==> src/rtl/branch_update_queue.sv <==
// ---------------------------------------------------------------------------
// branch_update_queue
//
// Collects branch-resolution records from the two issue lanes and feeds them
// to the branch predictor's single update port, one record per cycle. Bursts
// are buffered in a small in-order FIFO. The predictor only uses these
// records as training hints, so the pipeline is never stalled. When the FIFO
// has no room, the newest records are discarded and counted.
//
// Record layout (REC_W = 72 bits):
//   [0]      valid
//   [1]      taken
//   [2]      mispredict
//   [4:3]    counter
//   [7:5]    cf (control-flow kind)
//   [39:8]   pc
//   [71:40]  target
//
// Ports:
//   clk          clock
//   rst          synchronous active-high reset
//   resolved_i   two packed records; the low record is lane 0 (older)
//   upd_o        record at the FIFO head, presented to the predictor
//   upd_valid_o  upd_o holds a valid record
//   upd_ready_i  predictor accepts upd_o this cycle
//   count_o      current occupancy
//   full_o       occupancy equals DEPTH
//   drop_cnt_o   saturating count of discarded records
// ---------------------------------------------------------------------------
module branch_update_queue #(
    parameter int DEPTH     = 4,
    parameter int CNT_WIDTH = 16,
    localparam int REC_W    = 72,
    localparam int PW       = $clog2(DEPTH)
) (
    input  logic                 clk,
    input  logic                 rst,
    input  logic [2*REC_W-1:0]   resolved_i,
    output logic [REC_W-1:0]     upd_o,
    output logic                 upd_valid_o,
    input  logic                 upd_ready_i,
    output logic [PW:0]          count_o,
    output logic                 full_o,
    output logic [CNT_WIDTH-1:0] drop_cnt_o
);

    logic [REC_W-1:0]     mem [DEPTH];
    logic [PW-1:0]        head;
    logic [PW-1:0]        tail;
    logic [PW-1:0]        tail_p1;
    logic [PW:0]          count;
    logic [CNT_WIDTH-1:0] drop_cnt;
    logic [CNT_WIDTH:0]   drop_sum;

    logic [REC_W-1:0]     rec0;
    logic [REC_W-1:0]     rec1;
    logic [REC_W-1:0]     first_rec;
    logic [PW:0]          free;
    logic [1:0]           cand;
    logic [1:0]           enq_n;
    logic [1:0]           drop_n;
    logic                 deq;

    // Enqueue decision. Free space is taken from the occupancy before this
    // cycle's dequeue, so a slot being vacated this cycle cannot be reused
    // until the next cycle. When there is room for only one of two
    // candidates, the older lane-0 record wins and lane 1 is dropped.
    always_comb begin
        rec0      = resolved_i[REC_W-1:0];
        rec1      = resolved_i[2*REC_W-1:REC_W];
        cand      = {1'b0, rec0[0]} + {1'b0, rec1[0]};
        free      = (PW+1)'(DEPTH) - count;
        if (free >= (PW+1)'(cand)) begin
            enq_n = cand;
        end else begin
            // free < cand <= 2 here, so free fits in two bits
            enq_n = free[1:0];
        end
        drop_n    = cand - enq_n;
        // A lone lane-1 record still lands in the tail slot
        first_rec = rec0[0] ? rec0 : rec1;
        tail_p1   = tail + PW'(1);
        deq       = (count != '0) && upd_ready_i;
        // One extra bit catches the step past the saturation limit
        drop_sum  = {1'b0, drop_cnt} + (CNT_WIDTH+1)'(drop_n);
    end

    // Entry storage carries no reset; only the pointers and occupancy
    // decide which slots hold live records. A dual enqueue writes lane 1 to
    // the slot after tail, which wraps naturally because DEPTH is a power
    // of two.
    always_ff @(posedge clk) begin
        if (!rst) begin
            if (enq_n != 2'd0) begin
                mem[tail] <= first_rec;
            end
            if (enq_n == 2'd2) begin
                mem[tail_p1] <= rec1;
            end
        end
    end

    // Pointer, occupancy and drop-counter state. Enqueue and dequeue in the
    // same cycle are both applied to the occupancy.
    always_ff @(posedge clk) begin
        if (rst) begin
            head     <= '0;
            tail     <= '0;
            count    <= '0;
            drop_cnt <= '0;
        end else begin
            if (deq) begin
                head <= head + PW'(1);
            end
            tail  <= tail + PW'(enq_n);
            count <= count + (PW+1)'(enq_n) - (PW+1)'(deq);
            if (drop_sum[CNT_WIDTH]) begin
                drop_cnt <= '1;
            end else begin
                drop_cnt <= drop_sum[CNT_WIDTH-1:0];
            end
        end
    end

    assign upd_o       = mem[head];
    assign upd_valid_o = (count != '0);
    assign count_o     = count;
    assign full_o      = (count == (PW+1)'(DEPTH));
    assign drop_cnt_o  = drop_cnt;

endmodule
==> config.mk <==
export PLATFORM = sky130hd
export DESIGN_NAME = branch_update_queue
export DESIGN_NICKNAME = d
export VERILOG_FILES = /design/src/rtl/branch_update_queue.sv
export SDC_FILE = /design/constraint.sdc
export NUM_CORES = 1
export LEC_CHECK = 0
export CAP_MARGIN = 10
export CORE_ASPECT_RATIO = 1.4
export CORE_MARGIN = 4
export CORE_UTILIZATION = 55
export CTS_CLUSTER_DIAMETER = 40
export DETAILED_ROUTE_END_ITERATION = 8
export PLACE_DENSITY = 0.83
export SYNTH_ARGS = -nofsm -noshare
export SYNTH_HDL_FRONTEND = slang
export SYNTH_SLANG_ARGS = --single-unit
==> constraint.sdc <==
create_clock -name clk -period 7.9 [get_ports clk]
set_input_delay 1.58 -clock clk [delete_from_list [all_inputs] [get_ports clk]]
set_output_delay 1.58 -clock clk [all_outputs]
set_load 0.02 [all_outputs]
==> impl_metrics.yaml <==
yosys:
  synth_area_leaders: "edfxtp_1 53%, mux2_4 19%, mux4_2 10%"
  ys.flop_type: "edfxtp_1"
  synth_edf_count: 288
  synth_top_cell_area_share_pct: 53.35
  netlist_area_sq_um: 16210
  async_reset_ff_share_pct: 0
  seq_area_frac_synth_pct: 56.44
  syn_nets: 1034
  yosys_warnings: 0
  synth_seq_cells: 313
  synth.avg_cell_area_sq_um: 18.61
  syn_inst: 871
  ys_top_cells_by_count: "288 x edfxtp_1, 210 x mux2_4, 74 x mux2_2"
  synth_cell_type_count: 35
  synth_most_common_cell: "edfxtp_1"
  synth_area_leader_cell: "edfxtp_1"
pwr:
  p_sw_mw: 1.842
  sw_frac_of_total_pct: 30.05
  seq_power_share_pct: 38.7
  pwr-share-comb_pct: 33.5
  p_int_mw: 4.287
  vdd_drop_max_mv: 0.2805
  leakagePower_nw: 7.258
  power_density_nw_per_um2: 305.0
  p_total_mw: 6.129
  pwr-share-clk_pct: 27.8
place:
  place_inst: 1453
  dp_hpwl_mm: 21.93
  finalWeightedCongestion: 0.7893
  numPortBuffers: 239
grt:
  grt_pass1_vias: 9665
  antenna_found_initial: 2
  grt_start_max_net_pins: 56
  grt_pass1_wl_mm: 55.06
  track_usage_pct: 22.01
  grt_remaining_overflow: 0
timing:
  worstMarginPinSlew_ns: 0.9726
  hold_viol: 0
  tns_ns: 0
  skew_ns: 0.008617
  rsz0062_at_grt: "no"
  slew_viol_final: 0
  fin_crit_ns: 5.566
  maxSlewHeadroom_pct: 35.16
  fin_crit_sh_pct: 70.45
  fmax_ghz: 0.1797
  setup-violations-final: 0
  holdWs_ns: 0.5380
die:
  initial_core_util_pct: 55.58
  chipWidth_um: 153.1
  die-area_sq_um: 32320
  dieHeight_um: 211.1
  core_sq_um: 29170
  ios: 240
  num_rows: 74
detailed_routing:
  vias: 8828
  drtIter0Drc: 470
  drtPass1Iterations: 4
  antenna_left: 0
  wire_per_inst_um: 23.64
  routed_wl_mm: 35.91
  avgViaCountPerCell: 5.812
  drcViolationCount: 0
setup_path:
  worstPathMaxFanout: 13
  crit_type: "primary input to flip-flop"
  reg2reg_depth: 15
  r2r_end: "drop_cnt_o[0]$_SDFF_PP0_"
  cp.arrival_ns: 6.00
  start_kind: "primary input"
  cp.required_ns: 8.34
  reg2reg_from: "count_o[0]$_SDFF_PP0_"
  r2r_slack_ns: 3.62
  endpoint_kind: "flip-flop"
run:
  max_cap_viol_count: 0
clocking:
  cts_buffers: 36
  cts_resized: 0
  post_cts_buffers: 0
  cts_root_buffer: "clkbuf_16"
  cts-hold-fix-buffers: 0
  htree_num_levels: 2
  cts.sinks: 313
  clkTransAtPathRegs_ns: 0.06
  cts_buffer_depth: 3
  clock_latency_ns: 0.52
  cts_tree: "built"
layout:
  seqCellArea_sq_um: 9156
  fin_cells: 1519
  drive_above_1_share_pct: 39.00
  area_delta_synth_final_pct: 23.97
  final_util_pct: 68.90
  multi_input_area_sq_um: 6630
  final.fill_count: 1946
  nets: 1274
hold_path:
  hold_end: "head[1]$_SDFFE_PP0P_"
  hold_start: "head[1]$_SDFFE_PP0P_"
  worstHoldPathType: "flip-flop to flip-flop"
  whs_path_depth: 2
outcome:
  status: "completed"
==> final cells by class <==
type                    count  share of cell area, %
flip-flops and latches    313                  45.57
multi-input cells         491                  32.99
repair buffers            253                  12.68
clock buffers              39                  4.645
well taps                 380                  2.366
clock inverters            24                  1.413
inverters                  16                 0.2989
diodes                      3                0.03736
==> cells by family (layout without fill, tap and decap cells) <==
kind of cell,count (synthesis),after routing,share of synthesized area (%)
multiplexers,365,365,35.15
flip-flops,313,313,56.44
buffers and inverters,67,332,3.018
AND/OR/NAND/NOR,62,62,1.938
AO/OA/AOI/OAI,30,30,1.150
XOR/XNOR,18,18,0.9726
adder cells (fa/ha/maj),16,16,1.328
other,0,3,0
==> state kept, by name, summed over array words and instances, names as in the netlist, named ones only <==
register    count
tail            2
drop_cnt_o     16
mem           288
head            2
count_o         3
==> power by group through the flow <==
stage | combinational [mW] | clock [mW] | sequential, mW
after global routing | 2.18 | 1.79 | 2.41
after floorplan | 1.32 | 0 | 2.35
final | 2.06 | 1.70 | 2.37
after global placement | 2.04 | 0 | 2.39
after detailed placement | 2.07 | 0 | 2.41
after CTS | 2.08 | 1.72 | 2.38
==> how the worst max path moves through the flow <==
| stage | cells after the start | slack (ns) | from | endpoint |
|---|---|---|---|---|
| floorplan | 8 | 0.86 | resolved_i[72] | mem[2][0]$_DFFE_PP_ |
| global placement | 15 | 1.89 | resolved_i[0] | drop_cnt_o[0]$_SDFF_PP0_ |
| detailed placement | 15 | 1.79 | resolved_i[0] | drop_cnt_o[0]$_SDFF_PP0_ |
| CTS | 16 | 2.33 | resolved_i[0] | drop_cnt_o[0]$_SDFF_PP0_ |
| global route | 15 | 1.89 | resolved_i[0] | drop_cnt_o[0]$_SDFF_PP0_ |
| finish | 16 | 2.33 | resolved_i[0] | drop_cnt_o[0]$_SDFF_PP0_ |
==> layer usage <==
layer / part of all wire (%) / wire length (um) / track usage [%]
met3: 4.6 / 1667 / 4.263
met5: 0 / 0 / 0
met1: 38 / 13770 / 26.37
met4: 3.8 / 1370 / 8.607
met2: 53 / 19100 / 39.32
==> placed cells by master, fill, tap and decap left out, types with 6 or more instances in the layout <==
cell type / Yosys / routed
mux2i_1: 9 / 9
xor2_1: 6 / 6
ha_1: 14 / 14
mux2_4: 210 / 210
nand2b_1: 8 / 8
mux2_2: 74 / 74
xnor2_1: 12 / 12
a21oi_1: 20 / 19
clkdlybuf4s50_1: 0 / 239
edfxtp_1: 288 / 288
clkbuf_16: 0 / 37
dfxtp_1: 25 / 23
nand3_1: 8 / 8
clkinv_2: 0 / 10
inv_1: 16 / 16
nor3_1: 6 / 6
mux4_2: 72 / 72
nor2_1: 19 / 19
nand2_1: 8 / 8
buf_4: 1 / 10
==> worst max-delay path, stage by stage <==
cell,delay [ns]
clkdlybuf4s50_1,0.67
inv_1,0.09
ha_1,0.37
ha_1,0.29
nand2b_4,0.15
a21oi_4,0.32
nor2_1,0.07
a21o_1,0.19
ha_1,0.29
inv_1,0.07
ha_1,0.18
fa_1,0.23
nand4_1,0.19
nor4_1,0.60
nand2b_1,0.44
a21oi_1,0.25
==> stage by stage <==
| step | area, sq um | setup WS [ns] |
|---|---|---|
| 4_1_cts | 20090 | 2.328 |
| 3_3_place_gp | 18870 | 1.887 |
| 3_5_place_dp | 18870 | 1.791 |
| 2_1_floorplan | 16210 | 0.8636 |
| 6_report | 20090 | 2.334 |
| 5_1_grt | 20090 | 1.887 |
Note: power is estimated with default switching activity, not from simulation.
